$ cat src/rtl/p18_sync_debounce.sv
// Multi-channel input conditioner: STAGES-deep synchroniser, optional debounce
// filter (enabled by `P18_SYNC_DEBOUNCE_EN), and registered rise/fall pulses.
module p18_sync_debounce #(
    parameter int               WIDTH           = 4,
    parameter int               STAGES          = 2,
    parameter logic [WIDTH-1:0] DEFAULT_VALUE   = {WIDTH{1'b0}},
    parameter int               DEBOUNCE_CYCLES = 16,
    parameter int               CNT_W           = $clog2(DEBOUNCE_CYCLES) + 1
) (
    input  logic             clk,
    input  logic             nRst,
    input  logic [WIDTH-1:0] in,
    output logic [WIDTH-1:0] out,
    output logic [WIDTH-1:0] rise,
    output logic [WIDTH-1:0] fall
);

    if (STAGES < 2 || DEBOUNCE_CYCLES < 1 || CNT_W < 1) begin : g_bad_cfg
        $error("p18_sync_debounce: STAGES must be >= 2 and DEBOUNCE_CYCLES >= 1");
    end

    logic [STAGES-1:0][WIDTH-1:0] sync_q;
    logic [WIDTH-1:0]             s;
    logic [WIDTH-1:0]             out_q;
    logic [WIDTH-1:0]             out_d;
    logic [WIDTH-1:0]             rise_q;
    logic [WIDTH-1:0]             fall_q;

    // Index 0 samples the pin; the top index is the synchronised level.
    always_ff @(posedge clk or negedge nRst) begin
        if (!nRst) begin
            sync_q <= {STAGES{DEFAULT_VALUE}};
        end else begin
            sync_q <= {sync_q[STAGES-2:0], in};
        end
    end

    assign s = sync_q[STAGES-1];

`ifdef P18_SYNC_DEBOUNCE_EN
    localparam logic [CNT_W-1:0] CNT_MAX = CNT_W'(DEBOUNCE_CYCLES - 1);

    logic [WIDTH-1:0][CNT_W-1:0] cnt_q;
    logic [WIDTH-1:0][CNT_W-1:0] cnt_d;

    // cnt counts consecutive cycles of disagreement; any agreement restarts it.
    always_comb begin
        out_d = out_q;
        cnt_d = cnt_q;
        for (int i = 0; i < WIDTH; i++) begin
            if (s[i] == out_q[i]) begin
                cnt_d[i] = '0;
            end else if (cnt_q[i] == CNT_MAX) begin
                out_d[i] = s[i];
                cnt_d[i] = '0;
            end else begin
                cnt_d[i] = cnt_q[i] + 1'b1;
            end
        end
    end

    always_ff @(posedge clk or negedge nRst) begin
        if (!nRst) begin
            cnt_q <= '0;
        end else begin
            cnt_q <= cnt_d;
        end
    end
`else
    assign out_d = s;
`endif

    // Pulses are computed from the same next value that loads out_q, so they
    // line up with the cycle in which out first shows the new level.
    always_ff @(posedge clk or negedge nRst) begin
        if (!nRst) begin
            out_q  <= DEFAULT_VALUE;
            rise_q <= '0;
            fall_q <= '0;
        end else begin
            out_q  <= out_d;
            rise_q <= out_d & ~out_q;
            fall_q <= ~out_d & out_q;
        end
    end

    assign out  = out_q;
    assign rise = rise_q;
    assign fall = fall_q;

endmodule

$ cat config.mk
export PLATFORM = sky130hd
export DESIGN_NAME = p18_sync_debounce
export DESIGN_NICKNAME = d
export VERILOG_FILES = /design/src/rtl/p18_sync_debounce.sv
export SDC_FILE = /design/constraint.sdc
export NUM_CORES = 1
export LEC_CHECK = 0
export ABC_CLOCK_PERIOD_IN_PS = 800
export BUFFER_PORTS_ARGS = -buffer_cell sky130_fd_sc_hd__clkbuf_2
export CORE_AREA = 2 2 39 41
export CTS_CLUSTER_DIAMETER = 150
export DETAILED_ROUTE_END_ITERATION = 7
export DIE_AREA = 0 0 41 43
export PLACE_DENSITY = 0.69
export REMOVE_ABC_BUFFERS = 1
export SLEW_MARGIN = 20
export SYNTH_ARGS = -nofsm -noshare
export SYNTH_HDL_FRONTEND = slang
export SYNTH_SLANG_ARGS = --single-unit
$ cat constraint.sdc
create_clock -name clk -period 0.8 [get_ports clk]
set_input_delay 0.16 -clock clk [delete_from_list [all_inputs] [get_ports clk]]
set_output_delay 0.16 -clock clk [all_outputs]
set_load 0.01 [all_outputs]
==> reports/metrics.cfg, run 1 <==
[status]
status = finished, violations left
violations = negative setup slack

[finish]
fin_util = 0.567
syn2layout_area_growth_pct = 37.5
multi_input_area_um2 = 70.1
n_antenna_cell = 0
n_fill_cell = 111
drive_gt1_frac = 0.554
nets = 63
mostFrequentLayoutCells = dfrtp_1, clkbuf_2, and2b_2
seqCellArea_um2 = 500
final_common_cell = dfrtp_1
stdcell_count = 72

[setup_path]
end_kind = output port
crit_chain = clkbuf_2
rrSetupSlack_ns = 0.01
path_delay_family = flip-flops
path_max_fanout = 2
worst_ep_required_time_ns = 0.64
endpoint = out[1]
slowest_delay_ns = 0.40
worstReg2RegEnd = fall[1]
r2r_start = out[1]
start_kind = flop
crit_type = flop to output port
crit_start = out[1]
reg2regPathDepth = 2
cp.arrival_ns = 0.83
cp.depth = 1
worst-path-buf-inv = 1
critPathSlowestCell = dfrtp_1

[logic_synthesis]
synth-seq-cells = 20
yosys_warnings = 0
synth.distinct_cells = 2
syn_area_um2 = 571
synthCells = 28
ys_seq_area_frac = 0.877
syn_area_per_cell_um2 = 20.4

[clock_network]
clk_path_buf_depth = 2
cts_root_buffer = clkbuf_4
clock-sinks = 20
clkSlewWorstSetupHoldPaths_ns = 0.11
cts_htree_levels = 1
clk_latency_ns = 0.29
tritoncts = built
cts_made_buffers = 3

[detailed_routing]
num_vias = 294
antenna_left = 0
drt-initial-drc-count = 0
avgRoutedWirePerCell_um = 9.79
remaining_drc_errors = 0
firstDrtPassIters = 1
wl_um = 705
vias_per_cell = 4.08

[job]
cap_violations = 0

[sta]
finClkSkew_ns = 0.00286
rsz0062_at_grt = true
hold_violations = 0
layout_min_cycle_time_ns = 0.989
fin_crit_sh = 1.24
setup_viol = 12
maxSlewViolCount = 0
max_freq_ghz = 1.01
fin_ws_ns = -0.189
slew_headroom = 0.696
worst_pin_slew_ns = 0.455

[global_route]
grt_first_pass_wirelength_um = 1010
gr-total-overflow = 0
met3_usage = 0.0314
grt_pass1_vias = 263
met2_usage = 0.128
grt_max_degree = 21
grtUsageMet1 = 0.101
busiest_layer = met2
grtUsageTotal = 0.0936
antenna_found_initial = 0

[floorplanning]
die_w_um = 41
ios = 18
core_um2 = 1380
die-area_um2 = 1760
die_h_um = 43
initial_core_util = 0.412
fp-row-count = 14

[place]
numPortBuffers = 17
placedCellCount = 61
gp_congestion = 0.587

[power_and_ir_drop]
peakVddDrop_mv = 1.07
p_leak_nw = 0.409
cellPowerDensity_nw_per_um2 = 2260

[min_path]
hold_path_class = input pin to async pin

-- layer usage --
metal,up-vias,wire [µm]
met2,13,353
met4,0,0
met5,-,0
li1,140,-
met3,0,60
met1,141,290
-- per-stage QoR --
stage,hold slack [ns],setup TNS (ns),setup WS (ns),power [mW],area [µm²]
floorplan,-0.136,0,0.0910,1.14,571
global placement,0.128,0,0.130,1.20,676
detailed placement,0.139,0,0.106,1.20,676
CTS,0.346,-2.05,-0.200,1.79,777
global route,0.373,-2.40,-0.227,1.85,785
finish,0.335,-1.88,-0.189,1.77,785
-- cells in the mapped netlist --
library cell,number,share of area
dfrtp_1,20,0.88
and2b_2,8,0.12
-- registers in the layout, indices dropped and copies added (netlist names) --
register / cells
fall: 4
sync_q: 4
rise: 4
out: 4
out_d: 4
-- layout make-up --
cell class / instances / share of cell area
repair buffers: 24 / 0.201
multi-input cells: 8 / 0.0893
clock buffers: 4 / 0.0463
well taps: 16 / 0.0255
flip-flops and latches: 20 / 0.638
-- cell families (layout without fill, tap and decap cells) --
logic type | count (synthesis) | count (layout) | share of synthesized area
flip-flops | 20 | 20 | 0.877
AND/OR/NAND/NOR | 8 | 8 | 0.123
buffers and inverters | 0 | 28 | 0
-- what timing repair did --
item,CTS,global route
gates resized for setup,0,2
hold buffers,5,0
endpoints found under the setup margin,12,14
buffers inserted,2,1
hold endpoints to repair,24,0
-- power breakdown --
group / leakage (nW) / switching, mW / internal (mW)
logic: 0.146 / 0.0556 / 0.0710
clock network: 0.0210 / 0.286 / 0.277
registers: 0.243 / 0.0197 / 1.06
total: 0.409 / 0.362 / 1.41
-- worst min path at each step --
stage                endpoint
CTS                 sync_q[1]
global placement    sync_q[3]
detailed placement   out_d[3]
floorplan             fall[0]
global route         out_d[0]
finish               out_d[1]
(Power assumes the default switching activity.)
==> run 2, diff against run 1 <==
--- a/config.mk
+++ b/config.mk
@@ -5,7 +5,7 @@
 export SDC_FILE = /design/constraint.sdc
 export NUM_CORES = 1
 export LEC_CHECK = 0
-export ABC_CLOCK_PERIOD_IN_PS = 800
+export ABC_CLOCK_PERIOD_IN_PS = 1200
 export BUFFER_PORTS_ARGS = -buffer_cell sky130_fd_sc_hd__clkbuf_2
 export CORE_AREA = 2 2 39 41
 export CTS_CLUSTER_DIAMETER = 150
==> constraint.sdc (replaced) <==
create_clock -name clk -period 1.2 [get_ports clk]
set_input_delay 0.24 -clock clk [delete_from_list [all_inputs] [get_ports clk]]
set_output_delay 0.24 -clock clk [all_outputs]
set_load 0.01 [all_outputs]
==> run 2 against run 1 <==
The run now ends clean. Clock skew grew 0.0015 ns. Cell count shrank 9.7%. First-iteration DRC count is the same. Routed wire length shrank 7.0%. Combinational power shrank 47%. Sequential power shrank 33%. Clock-buffer cell count shrank 1. Global-route usage grew 0.83 points. Critical endpoint is now out[0].
==> reports/metrics.cfg, run 2 (synthesized netlist as in run 1, its figures left out) <==
[setup_path]
cp.depth = 1
crit_start = out[0]
crit_type = flop to output port
cp.arrival_ns = 0.82
worst_ep_required_time_ns = 0.96
slowest_delay_ns = 0.40
crit_chain = clkbuf_2
path_max_fanout = 3
start_kind = flop
critPathSlowestCell = dfrtp_1
worst-path-buf-inv = 1
worstReg2RegEnd = fall[2]
reg2regPathDepth = 1
end_kind = output port
endpoint = out[0]
rrSetupSlack_ns = 0.51
r2r_start = out[2]
path_delay_family = flip-flops

[global_route]
grt_first_pass_wirelength_um = 1080
busiest_layer = met2
gr-total-overflow = 0
antenna_found_initial = 0
grt_pass1_vias = 263
met2_usage = 0.141
grt_max_degree = 21
grtUsageTotal = 0.102
grtUsageMet1 = 0.105
met3_usage = 0.0314

[sta]
setup_viol = 0
layout_min_cycle_time_ns = 1.06
max_freq_ghz = 0.946
worst_pin_slew_ns = 0.454
slew_headroom = 0.697
finClkSkew_ns = 0.00434
hold_violations = 0
rsz0062_at_grt = false
hold_ws_ns = 0.0531
maxSlewViolCount = 0
tns_ns = 0
fin_crit_sh = 0.881

[finish]
fin_util = 0.512
multi_input_area_um2 = 70.1
syn2layout_area_growth_pct = 24.1
fin_area_um2 = 708
drive_gt1_frac = 0.571
nets = 57
seqCellArea_um2 = 500
n_fill_cell = 121
stdcell_count = 65
n_antenna_cell = 0
mostFrequentLayoutCells = dfrtp_1, clkbuf_2, and2b_2
final_common_cell = dfrtp_1

[floorplanning]
initial_core_util = 0.412
fp-row-count = 14
core_um2 = 1380
die_h_um = 43
die-area_um2 = 1760
ios = 18
die_w_um = 41

[place]
numPortBuffers = 17
dpl_cell_area_um2 = 676
gp_congestion = 0.609
placedCellCount = 61

[detailed_routing]
wl_um = 656
remaining_drc_errors = 0
firstDrtPassIters = 1
drt-initial-drc-count = 0
avgRoutedWirePerCell_um = 10.1
num_vias = 273
vias_per_cell = 4.20
antenna_left = 0

[power_and_ir_drop]
p_seq_frac = 0.671
power.share.clock = 0.267
p_sw_mw = 0.217
p_leak_nw = 0.373
cellPowerDensity_nw_per_um2 = 1520
peakVddDrop_mv = 0.748
netSwitchingFraction = 0.202
p_int_mw = 0.857
power_frac_comb = 0.062

[min_path]
hold_path_class = input pin to flop
hold_start = in[3]

[clock_network]
cts_htree_levels = 1
cts_resized = 0
cts_root_buffer = clkbuf_4
cts_made_buffers = 3
cts_setup_buffers = 0
tritoncts = built
clk_latency_ns = 0.28
clock-sinks = 20
clkSlewWorstSetupHoldPaths_ns = 0.10
clk_path_buf_depth = 2

[status]
status = finished, final reports clean

[job]
cap_violations = 0

## run 2: cell count changes in the layout (fill, tap and decap cells not counted)
cell,delta
buf_6,-2
clkbuf_8,-1
dlygate4sd3_1,-4
## run 2: stage by stage
step	setup WS [ns]	total power, mW
floorplan	0.491	0.757
global placement	0.461	0.798
detailed placement	0.454	0.802
CTS	0.124	1.10
global route	0.0908	1.14
finish	0.142	1.07
## run 2: power groups by stage
| stage | sequential, mW | combinational [mW] | clock (mW) |
|---|---|---|---|
| final | 0.721 | 0.0669 | 0.287 |
| after global routing | 0.725 | 0.0755 | 0.336 |
| after CTS | 0.722 | 0.0690 | 0.305 |
| after detailed placement | 0.735 | 0.0665 | 0 |
| after global placement | 0.733 | 0.0651 | 0 |
| after floorplan | 0.743 | 0.0138 | 0 |
## run 2: area by class of cell
class                   count  area share
clock buffers               3      0.0318
multi-input cells           8      0.0989
flip-flops and latches     20       0.707
well taps                  16      0.0283
repair buffers             18       0.134
## run 2: timing repair
action / in CTS / in global routing
hold buffers: 1 / 0
setup endpoints to repair: 0 / 0
endpoints found under the hold margin: 20 / 0
## run 2: per-layer routing
layer	vias up	share of wire
li1	129	-
met1	129	0.39
met2	13	0.51
met3	2	0.085
met4	0	0.015
met5	-	0
## run 2: worst min path at each step
stage               slack (ns)        end  cells past startpoint
floorplan                -0.06    fall[0]                      0
detailed placement        0.21     out[3]                      1
CTS                       0.04  sync_q[3]                      1
global route              0.03  sync_q[3]                      1
finish                    0.05  sync_q[3]                      1
global placement          0.21   out_d[3]                      1
